## config.mk

```make
export PLATFORM = sky130hd
export DESIGN_NAME = mem_port_arbiter_flat
export DESIGN_NICKNAME = d
export VERILOG_FILES = /design/src/rtl/mem_arb_pkg.sv /design/src/rtl/mem_if.sv /design/src/rtl/mem_arb_id_fifo.sv /design/src/rtl/mem_port_arbiter.sv /design/src/flat_wrapper.sv
export SDC_FILE = /design/constraint.sdc
export NUM_CORES = 1
export LEC_CHECK = 0
export ABC_AREA = 1
export CAP_MARGIN = 10
export CORE_AREA = 2 2 73 127
export CTS_CLUSTER_SIZE = 30
export DETAILED_ROUTE_END_ITERATION = 10
export DIE_AREA = 0 0 75 129
export PLACE_DENSITY = 0.88
export SLEW_MARGIN = 10
export SYNTH_ARGS = -nofsm -noshare
export SYNTH_HDL_FRONTEND = slang
export SYNTH_SLANG_ARGS = --single-unit
export TNS_END_PERCENT = 30
```

## constraint.sdc

```tcl
create_clock -name clk -period 5.6 [get_ports clk]
set_input_delay 1.12 -clock clk [delete_from_list [all_inputs] [get_ports clk]]
set_output_delay 1.12 -clock clk [all_outputs]
set_load 0.01 [all_outputs]
```

## src/rtl/mem_arb_pkg.sv

```systemverilog
// Shared types and the round-robin pick helper for the memory port arbiter.
package mem_arb_pkg;

  localparam int unsigned MAX_NREQ = 8;

  typedef logic [$clog2(MAX_NREQ)-1:0] req_idx_t;

  typedef struct packed {
    logic     found;
    req_idx_t idx;
  } rr_pick_t;

  // Search wraps modulo MAX_NREQ; unused upper valid bits are zero, so the
  // visiting order matches a cyclic search modulo the real requester count.
  function automatic rr_pick_t rr_pick(input logic [MAX_NREQ-1:0] valid,
                                       input req_idx_t ptr);
    rr_pick_t res;
    req_idx_t cand;
    res = '0;
    for (int unsigned k = 0; k < MAX_NREQ; k++) begin
      cand = ptr + req_idx_t'(k);
      if (!res.found && valid[cand]) begin
        res.found = 1'b1;
        res.idx   = cand;
      end
    end
    return res;
  endfunction

endpackage

```

## src/rtl/mem_if.sv

```systemverilog
// Single-port memory interface: command side driven by the master.
interface mem_if #(
  parameter int unsigned ALEN = 10,
  parameter int unsigned DLEN = 32
);
  logic            wen;
  logic [ALEN-1:0] waddr;
  logic [DLEN-1:0] wdata;
  logic            ren;
  logic [ALEN-1:0] raddr;
  logic [DLEN-1:0] rdata;
  logic            rvalid;

  modport M (output wen, waddr, wdata, ren, raddr, input rdata, rvalid);
  modport S (input wen, waddr, wdata, ren, raddr, output rdata, rvalid);
endinterface

```

## src/rtl/mem_arb_id_fifo.sv

```systemverilog
// Synchronous FIFO of requester IDs for reads awaiting memory data.
module mem_arb_id_fifo
  import mem_arb_pkg::*;
#(
  parameter int unsigned DEPTH = 4
) (
  input  logic     clk,
  input  logic     rst,
  input  logic     push,
  input  logic     pop,
  input  req_idx_t din,
  output req_idx_t dout,
  output logic     full,
  output logic     empty
);

  localparam int unsigned AW = $clog2(DEPTH);

  req_idx_t        slot_q [DEPTH];
  logic [AW-1:0]   wr_ptr_q, rd_ptr_q;
  logic [AW:0]     count_q, count_d;

  always_comb begin
    count_d = count_q;
    case ({push, pop})
      2'b10:   count_d = count_q + (AW+1)'(1);
      2'b01:   count_d = count_q - (AW+1)'(1);
      default: count_d = count_q;
    endcase
  end

  always_ff @(posedge clk) begin
    if (rst) begin
      wr_ptr_q <= '0;
      rd_ptr_q <= '0;
      count_q  <= '0;
    end else begin
      if (push) wr_ptr_q <= wr_ptr_q + AW'(1);
      if (pop)  rd_ptr_q <= rd_ptr_q + AW'(1);
      count_q <= count_d;
    end
  end

  always_ff @(posedge clk) begin
    if (push) slot_q[wr_ptr_q] <= din;
  end

  assign dout  = slot_q[rd_ptr_q];
  assign full  = (count_q == (AW+1)'(DEPTH));
  assign empty = (count_q == '0);

endmodule

```

## src/rtl/mem_port_arbiter.sv

```systemverilog
// Round-robin arbiter sharing one single-port memory among NREQ requesters;
// read data is routed back through an in-order ID FIFO.
module mem_port_arbiter
  import mem_arb_pkg::*;
#(
  parameter int unsigned NREQ      = 2,
  parameter int unsigned ALEN      = 10,
  parameter int unsigned DLEN      = 32,
  parameter int unsigned MAX_OUTST = 4
) (
  input  logic                      clk,
  input  logic                      rst,
  input  logic [NREQ-1:0]           req_valid,
  output logic [NREQ-1:0]           req_ready,
  input  logic [NREQ-1:0]           req_we,
  input  logic [NREQ-1:0][ALEN-1:0] req_addr,
  input  logic [NREQ-1:0][DLEN-1:0] req_wdata,
  output logic [NREQ-1:0]           rsp_valid,
  output logic [DLEN-1:0]           rsp_rdata,
  output logic                      err,
  mem_if.M                          mem
);

  if (NREQ < 2 || NREQ > MAX_NREQ) begin : g_bad_nreq
    $error("mem_port_arbiter: NREQ must be within 2..MAX_NREQ");
  end
  if (MAX_OUTST < 2 || (MAX_OUTST & (MAX_OUTST - 1)) != 0) begin : g_bad_outst
    $error("mem_port_arbiter: MAX_OUTST must be a power of 2");
  end
  if (mem.ALEN != ALEN || mem.DLEN != DLEN) begin : g_bad_width
    $error("mem_port_arbiter: ALEN/DLEN must match mem_if");
  end

  logic                 fifo_full, fifo_empty, fifo_push, fifo_pop;
  req_idx_t             fifo_head;
  logic [MAX_NREQ-1:0]  elig;
  rr_pick_t             pick;
  logic                 grant, grant_we;
  req_idx_t             rr_ptr_q, rr_ptr_d;
  logic                 err_q;
  logic [NREQ-1:0]      rsp_valid_q, rsp_valid_d;
  logic [DLEN-1:0]      rsp_rdata_q;

  // Eligibility uses the registered FIFO state, so a same-cycle pop never
  // frees a slot for a read in that cycle.
  always_comb begin
    elig = '0;
    for (int unsigned i = 0; i < NREQ; i++) begin
      elig[i] = req_valid[i] & (req_we[i] | ~fifo_full);
    end
    pick      = rr_pick(elig, rr_ptr_q);
    grant     = pick.found & ~rst;
    grant_we  = 1'b0;
    req_ready = '0;
    mem.wen   = 1'b0;
    mem.waddr = '0;
    mem.wdata = '0;
    mem.ren   = 1'b0;
    mem.raddr = '0;
    for (int unsigned i = 0; i < NREQ; i++) begin
      if (grant && pick.idx == req_idx_t'(i)) begin
        req_ready[i] = 1'b1;
        grant_we     = req_we[i];
        if (req_we[i]) begin
          mem.wen   = 1'b1;
          mem.waddr = req_addr[i];
          mem.wdata = req_wdata[i];
        end else begin
          mem.ren   = 1'b1;
          mem.raddr = req_addr[i];
        end
      end
    end
    fifo_push = grant & ~grant_we;
    rr_ptr_d  = rr_ptr_q;
    if (grant) begin
      rr_ptr_d = (pick.idx == req_idx_t'(NREQ - 1)) ? '0 : pick.idx + req_idx_t'(1);
    end
  end

  always_comb begin
    fifo_pop    = mem.rvalid & ~fifo_empty;
    rsp_valid_d = '0;
    for (int unsigned i = 0; i < NREQ; i++) begin
      rsp_valid_d[i] = fifo_pop & (fifo_head == req_idx_t'(i));
    end
  end

  always_ff @(posedge clk) begin
    if (rst) begin
      rr_ptr_q    <= '0;
      err_q       <= 1'b0;
      rsp_valid_q <= '0;
      rsp_rdata_q <= '0;
    end else begin
      rr_ptr_q    <= rr_ptr_d;
      rsp_valid_q <= rsp_valid_d;
      if (fifo_pop) rsp_rdata_q <= mem.rdata;
      if (mem.rvalid && fifo_empty) err_q <= 1'b1;
    end
  end

  mem_arb_id_fifo #(
    .DEPTH (MAX_OUTST)
  ) u_id_fifo (
    .clk   (clk),
    .rst   (rst),
    .push  (fifo_push),
    .pop   (fifo_pop),
    .din   (pick.idx),
    .dout  (fifo_head),
    .full  (fifo_full),
    .empty (fifo_empty)
  );

  assign rsp_valid = rsp_valid_q;
  assign rsp_rdata = rsp_rdata_q;
  assign err       = err_q;

endmodule
```

## src/flat_wrapper.sv

```systemverilog
// flat-port wrapper written by rule: the top's interface ports become plain ports
module mem_port_arbiter_flat import mem_arb_pkg::*;
#(
  parameter int unsigned NREQ      = 2,
  parameter int unsigned ALEN      = 10,
  parameter int unsigned DLEN      = 32,
  parameter int unsigned MAX_OUTST = 4
)
  (clk, rst, req_valid, req_ready, req_we, req_addr, req_wdata, rsp_valid, rsp_rdata, err, mem_wen, mem_waddr, mem_wdata, mem_ren, mem_raddr, mem_rdata, mem_rvalid);
  mem_if #(.ALEN(ALEN), .DLEN(DLEN)) mem_i ();
  input  logic clk;
  input  logic rst;
  input  logic [NREQ-1:0] req_valid;
  output logic [NREQ-1:0] req_ready;
  input  logic [NREQ-1:0] req_we;
  input  logic [NREQ-1:0][ALEN-1:0] req_addr;
  input  logic [NREQ-1:0][DLEN-1:0] req_wdata;
  output logic [NREQ-1:0] rsp_valid;
  output logic [DLEN-1:0] rsp_rdata;
  output logic err;
  output wire logic [$bits(mem_i.wen)-1:0] mem_wen;
  output wire logic [$bits(mem_i.waddr)-1:0] mem_waddr;
  output wire logic [$bits(mem_i.wdata)-1:0] mem_wdata;
  output wire logic [$bits(mem_i.ren)-1:0] mem_ren;
  output wire logic [$bits(mem_i.raddr)-1:0] mem_raddr;
  input wire logic [$bits(mem_i.rdata)-1:0] mem_rdata;
  input wire logic [$bits(mem_i.rvalid)-1:0] mem_rvalid;
  assign mem_wen = mem_i.wen;
  assign mem_waddr = mem_i.waddr;
  assign mem_wdata = mem_i.wdata;
  assign mem_ren = mem_i.ren;
  assign mem_raddr = mem_i.raddr;
  assign mem_i.rdata = mem_rdata;
  assign mem_i.rvalid = mem_rvalid;
  mem_port_arbiter #(.NREQ(NREQ), .ALEN(ALEN), .DLEN(DLEN), .MAX_OUTST(MAX_OUTST)) u_core (.clk(clk), .rst(rst), .req_valid(req_valid), .req_ready(req_ready), .req_we(req_we), .req_addr(req_addr), .req_wdata(req_wdata), .rsp_valid(rsp_valid), .rsp_rdata(rsp_rdata), .err(err), .mem(mem_i));
endmodule
```

== After elaboration in Yosys (flattened, before gate mapping) ==
Memory sizes are Yosys's and may differ from the RTL's. A register that Yosys moved wholly into a read port is not among the register bits.
Index checks and enable logic that the tools add are counted.
Storage, ports and cells
  bits in registers: 45
  RAM bits: 12
  bits of input ports: 123
  output and inout port bits: 91
  word-level logic and storage cells: 121
  memories: 1
Memory list
  u_core.u_id_fifo.slot_q: words 4, bits a word 3, rd ports 1, clocked after Yosys merged registers in 1, write ports 1, line mem_arb_id_fifo.sv:19  | req_idx_t slot_q [DEPTH];
Operators by class
  add/sub/neg operators: 12
  magnitude comparators: 8
  eq/ne operators: 5
  multiplexer cells: 54
  bitwise logic cells: 13
  reductions and logical operators: 21
Operator list (count)
  32-bit 2-to-1 mux: 4
  10-bit 2-to-1 mux: 8
  3-bit by 4-bit less-than comparator with 1-bit output (second input constant): 8
  4-bit 2-to-1 mux: 8
  1-bit binary-select mux with 3-bit select: 8
  1-bit 2-to-1 mux: 22
  3-bit adder (second input constant): 4
  1-bit logical AND: 10
  3-bit by 1-bit adder with 3-bit output (second input constant): 3
  3-bit logical NOT: 3
  1-bit AND: 7
  1-bit logical NOT: 7
  3-bit by 2-bit adder with 3-bit output (second input constant): 2
  3-bit by 1-bit equality test with 1-bit output (second input constant): 2
  3-bit one-hot mux with 2 select lines: 1
  2-bit by 1-bit adder with 2-bit output (second input constant): 2
  2-bit 2-to-1 mux: 2
  1-bit NOT: 4
  3-bit equality test (second input constant): 1
  3-bit 2-to-1 mux: 1
  3-bit by 1-bit subtractor with 3-bit output (second input constant): 1
  2-bit by 1-bit equality test with 1-bit output (second input constant): 1
  2-bit equality test (second input constant): 1
  1-bit bitwise OR: 2
  2-bit nonzero test: 1

== Depth between registers and ports, before layout ==
  depth after elaboration: 36
  mapped depth: 26
  mapped depth without buffers: 25

== Cells and area by module ==
A second synthesis with hierarchy kept.
Second synthesis, totals
  cell total of the unflattened synthesis: 605
  area, all modules: 3862.5 µm²
Modules (own cells, without submodules)
  mem_port_arbiter: instances 1, cells an instance 519, area each 2974.1 µm², sequential area each 760.7 µm²
  mem_arb_id_fifo: instances 1, cells an instance 86, area each 888.4 µm², sequential area each 540.5 µm²

== Least setup slack after synthesis ==
Ideal clock, no wire load.
  path type: input-to-output
  start: input req_we[1]
  end: output mem_waddr[0]
  arrival time: 2902 ps
  data required time: 4480 ps
  setup slack: 1578 ps
  stages on the path: 18
  path buffers: 2
  cell sequence: buf_2 inv_2 nand3_1 nand3_1 nand2_2 nand3_2 nand3_2 nor2_2 nand3b_1 nand2b_1 nand2_1 nand2_2 nand2_4 inv_4 nor2_8 nand2_4 buf_6 o22ai_2
RTL lines
  start, declared: line flat_wrapper.sv:15  | input logic [NREQ-1:0] req_we;
  end, declared: line flat_wrapper.sv:22  | output wire logic [$bits(mem_i.waddr)-1:0] mem_waddr;

==> impl_metrics.env <==
export IMPL_run_status="complete, no violations"
export IMPL_synth_seq_area_share=0.388
export IMPL_hold_path_class="reg -> reg"
export IMPL_route_vias_total=4045
export IMPL_hold_buffers=0
export IMPL_cts_path_max_buffers=2
export IMPL_gp_congestion=0.993
export IMPL_clkTransAtPathRegs_ps=50
export IMPL_drive_gt1_frac=0.0846
export IMPL_rsz0062_at_grt="no"
export IMPL_clk_latency_ps=320
export IMPL_vdd_ir_drop_worst_v=0.000205
export IMPL_remaining_drc_errors=0
export IMPL_ys_top_cells_by_area="dfxtp_1 28%, nand3_1 12%, edfxtp_1 11%"
export IMPL_finalCriticalPeriod_ps=5310
export IMPL_required_ps=4480
export IMPL_antenna_found_initial=0
export IMPL_yosysWarnings=0
export IMPL_nFillCells=684
export IMPL_place_area_um2=5550
export IMPL_root_buffer="clkbuf_16"
export IMPL_fp_dieW_um=75
export IMPL_fmax_mhz=188
export IMPL_crit_path_end_kind="output port"
export IMPL_vias_per_cell=5.11
export IMPL_path_class="in -> out"
export IMPL_rows=45
export IMPL_final_nets=800
export IMPL_cts_setup_buffers=0
export IMPL_netlist_area_um2=3350
export IMPL_grt_ovfl_total=0
export IMPL_die_y_um=129
export IMPL_critPathLaunchType="primary input"
export IMPL_maxCapViolCount=0
export IMPL_synthCells=459
export IMPL_syn2layout_area_growth_pct=76.4
export IMPL_drt_total_wl_um=12700
export IMPL_r2r_slack_ps=1620
export IMPL_slew_viol_final=0
export IMPL_leakagePower_uw=0.00242
export IMPL_io_buffers=213
export IMPL_postLayoutCoreUtil=0.686
export IMPL_grt_max_degree=45
export IMPL_synth_top_area_frac=0.281
export IMPL_crit_path_max_fanout=12
export IMPL_synth_distinct_cells=37
export IMPL_period_share=0.949
export IMPL_track_usage=0.255
export IMPL_finClkSkew_ps=2.41
export IMPL_dp_final_hpwl_um=9770
export IMPL_final_hold_viol_count=0
export IMPL_ys_ff_latch=59
export IMPL_final_common_cell="clkdlybuf4s50_1"
export IMPL_p_per_area_nw_per_um2=395
export IMPL_wl_per_cell_um=16.0
export IMPL_grt_pass1_wl_um=18500
export IMPL_drtIter0Drc=245
export IMPL_tritoncts="built"
export IMPL_worstPathArrival_ps=4190
export IMPL_core_area_um2=8610
export IMPL_numCtsBuffers=9
export IMPL_ios=214
export IMPL_setup_viol=0
export IMPL_grt_pass1_vias=3939
export IMPL_synth_avg_cell_area_um2=7.30
export IMPL_yosys_area_top_type="dfxtp_1"
export IMPL_clock_sinks=59
export IMPL_start_util=0.389
export IMPL_htreeDepth=3
export IMPL_fin_tns_setup_ps=0
export IMPL_die_area_um2=9680
export IMPL_postLayoutCellArea_um2=5910
export IMPL_slew_headroom=0.591
export IMPL_worstMarginPinSlew_ps=612
export IMPL_drt_first_pass_iters=5
export IMPL_ant_nets=0
export IMPL_final_cell_mix="213 x clkdlybuf4s50_1, 78 x nand3_1, 76 x nor2_1"
## flip-flops by register name, indices dropped and copies added (netlist names), named ones only
name,flops
u_core.rsp_rdata,32
u_core.u_id_fifo.wr_ptr_q,2
u_core.u_id_fifo.slot_q,12
u_core.rr_ptr_q,3
u_core.err,1
u_core.u_id_fifo.rd_ptr_q,2
u_core.rsp_valid,2
u_core.u_id_fifo.count_q,3
## path summary, 6_finish.rpt
| check | from | end | depth (start not counted) |
|---|---|---|---|
| setup / recovery | req_we[0] | mem_wdata[29] | 18 |
| setup reg to reg | u_core.rr_ptr_q[0] | u_core.u_id_fifo.count_q[2] | 18 |
| hold / removal | u_core.u_id_fifo.rd_ptr_q[1] | flip-flop | 2 |
| hold reg to reg | u_core.u_id_fifo.rd_ptr_q[1] | flip-flop | 2 |
## metrics by stage
| step | setup WS [ps] | hold slack, ps | total power (uW) | instances |
|---|---|---|---|---|
| floorplan | 1580 | 436 | 1220 | 466 |
| global placement | 329 | 447 | 1690 | 773 |
| detailed placement | 177 | 464 | 1730 | 773 |
| CTS | 159 | 476 | 2320 | 789 |
| global route | 42.4 | 494 | 2480 | 791 |
| finish | 285 | 469 | 2330 | 792 |
## where the power goes
part / switching, uW / leakage, uW / internal [uW]
Sequential: 74.0 / 0.000495 / 562
Clock: 182 / 0.000162 / 397
Combinational: 583 / 0.00176 / 536
## Yosys cell counts, drive strengths merged
| cell type | count |
|---|---|
| dfxtp | 47 |
| o22ai | 20 |
| ha | 7 |
| inv | 42 |
| nand3b | 2 |
| xnor2 | 2 |
| a21o | 1 |
| nand4 | 3 |
| fa | 1 |
| a21oi | 9 |
| edfxtp | 12 |
| a32oi | 1 |
| nand3 | 82 |
| nor2 | 81 |
| nor3 | 7 |
| clkbuf | 10 |
| nand2b | 1 |
| o31ai | 1 |
| nand2 | 68 |
| conb | 1 |
| buf | 19 |
| o21ai | 42 |
## cells by family (layout without fill, tap and decap cells)
logic type | Yosys count | after routing | synth area share
and+or+nand+nor | 244 | 246 | 0.339
AOI/OAI and AO/OA | 74 | 74 | 0.141
buffers and inverters | 71 | 277 | 0.0934
DFF | 59 | 59 | 0.388
adders and majority gates | 8 | 8 | 0.0321
xor gates and xnor gates | 2 | 2 | 0.00523
other | 1 | 9 | 0.00112
## per-layer routing
metal / vias up / track usage / part of all wire
met4: 0 / 0.153 / 0.048
met5: - / 0 / 0
met3: 40 / 0.0869 / 0.11
met2: 238 / 0.448 / 0.50
met1: 1818 / 0.246 / 0.34
li1: 1949 / - / -
## critical path, cell delays in order
cell and delay, ps:
clkdlybuf4s50_1 440, inv_2 80, nand3_1 110, nand3_1 140, nand2_2 100, nand3_2 100, nand3_2 100, nor2_2 170
nand4_2 160, nor2_2 140, nand2_1 110, nand2_4 170, inv_4 90, nor2_8 220, buf_4 210, nand3_1 100
nand2_1 90, clkdlybuf4s50_1 530
## repair_timing
| item | CTS | global route |
|---|---|---|
| endpoints found under the hold margin | 0 | 0 |
| resized for setup | 0 | 1 |
| setup endpoints to repair | 0 | 12 |
## final cells by class
class,instances,area (um^2),area share
Timing Repair Buffer,219,2180,0.368
Multi-Input combinational cell,338,1790,0.303
Sequential cell,59,1300,0.220
Clock buffer,11,275,0.0466
Inverter,42,160,0.0271
Tap cell,117,146,0.0248
Clock inverter,5,56.3,0.00953
Antenna cell,1,2.50,0.000423
Note: power is estimated with default switching activity, not from simulation.
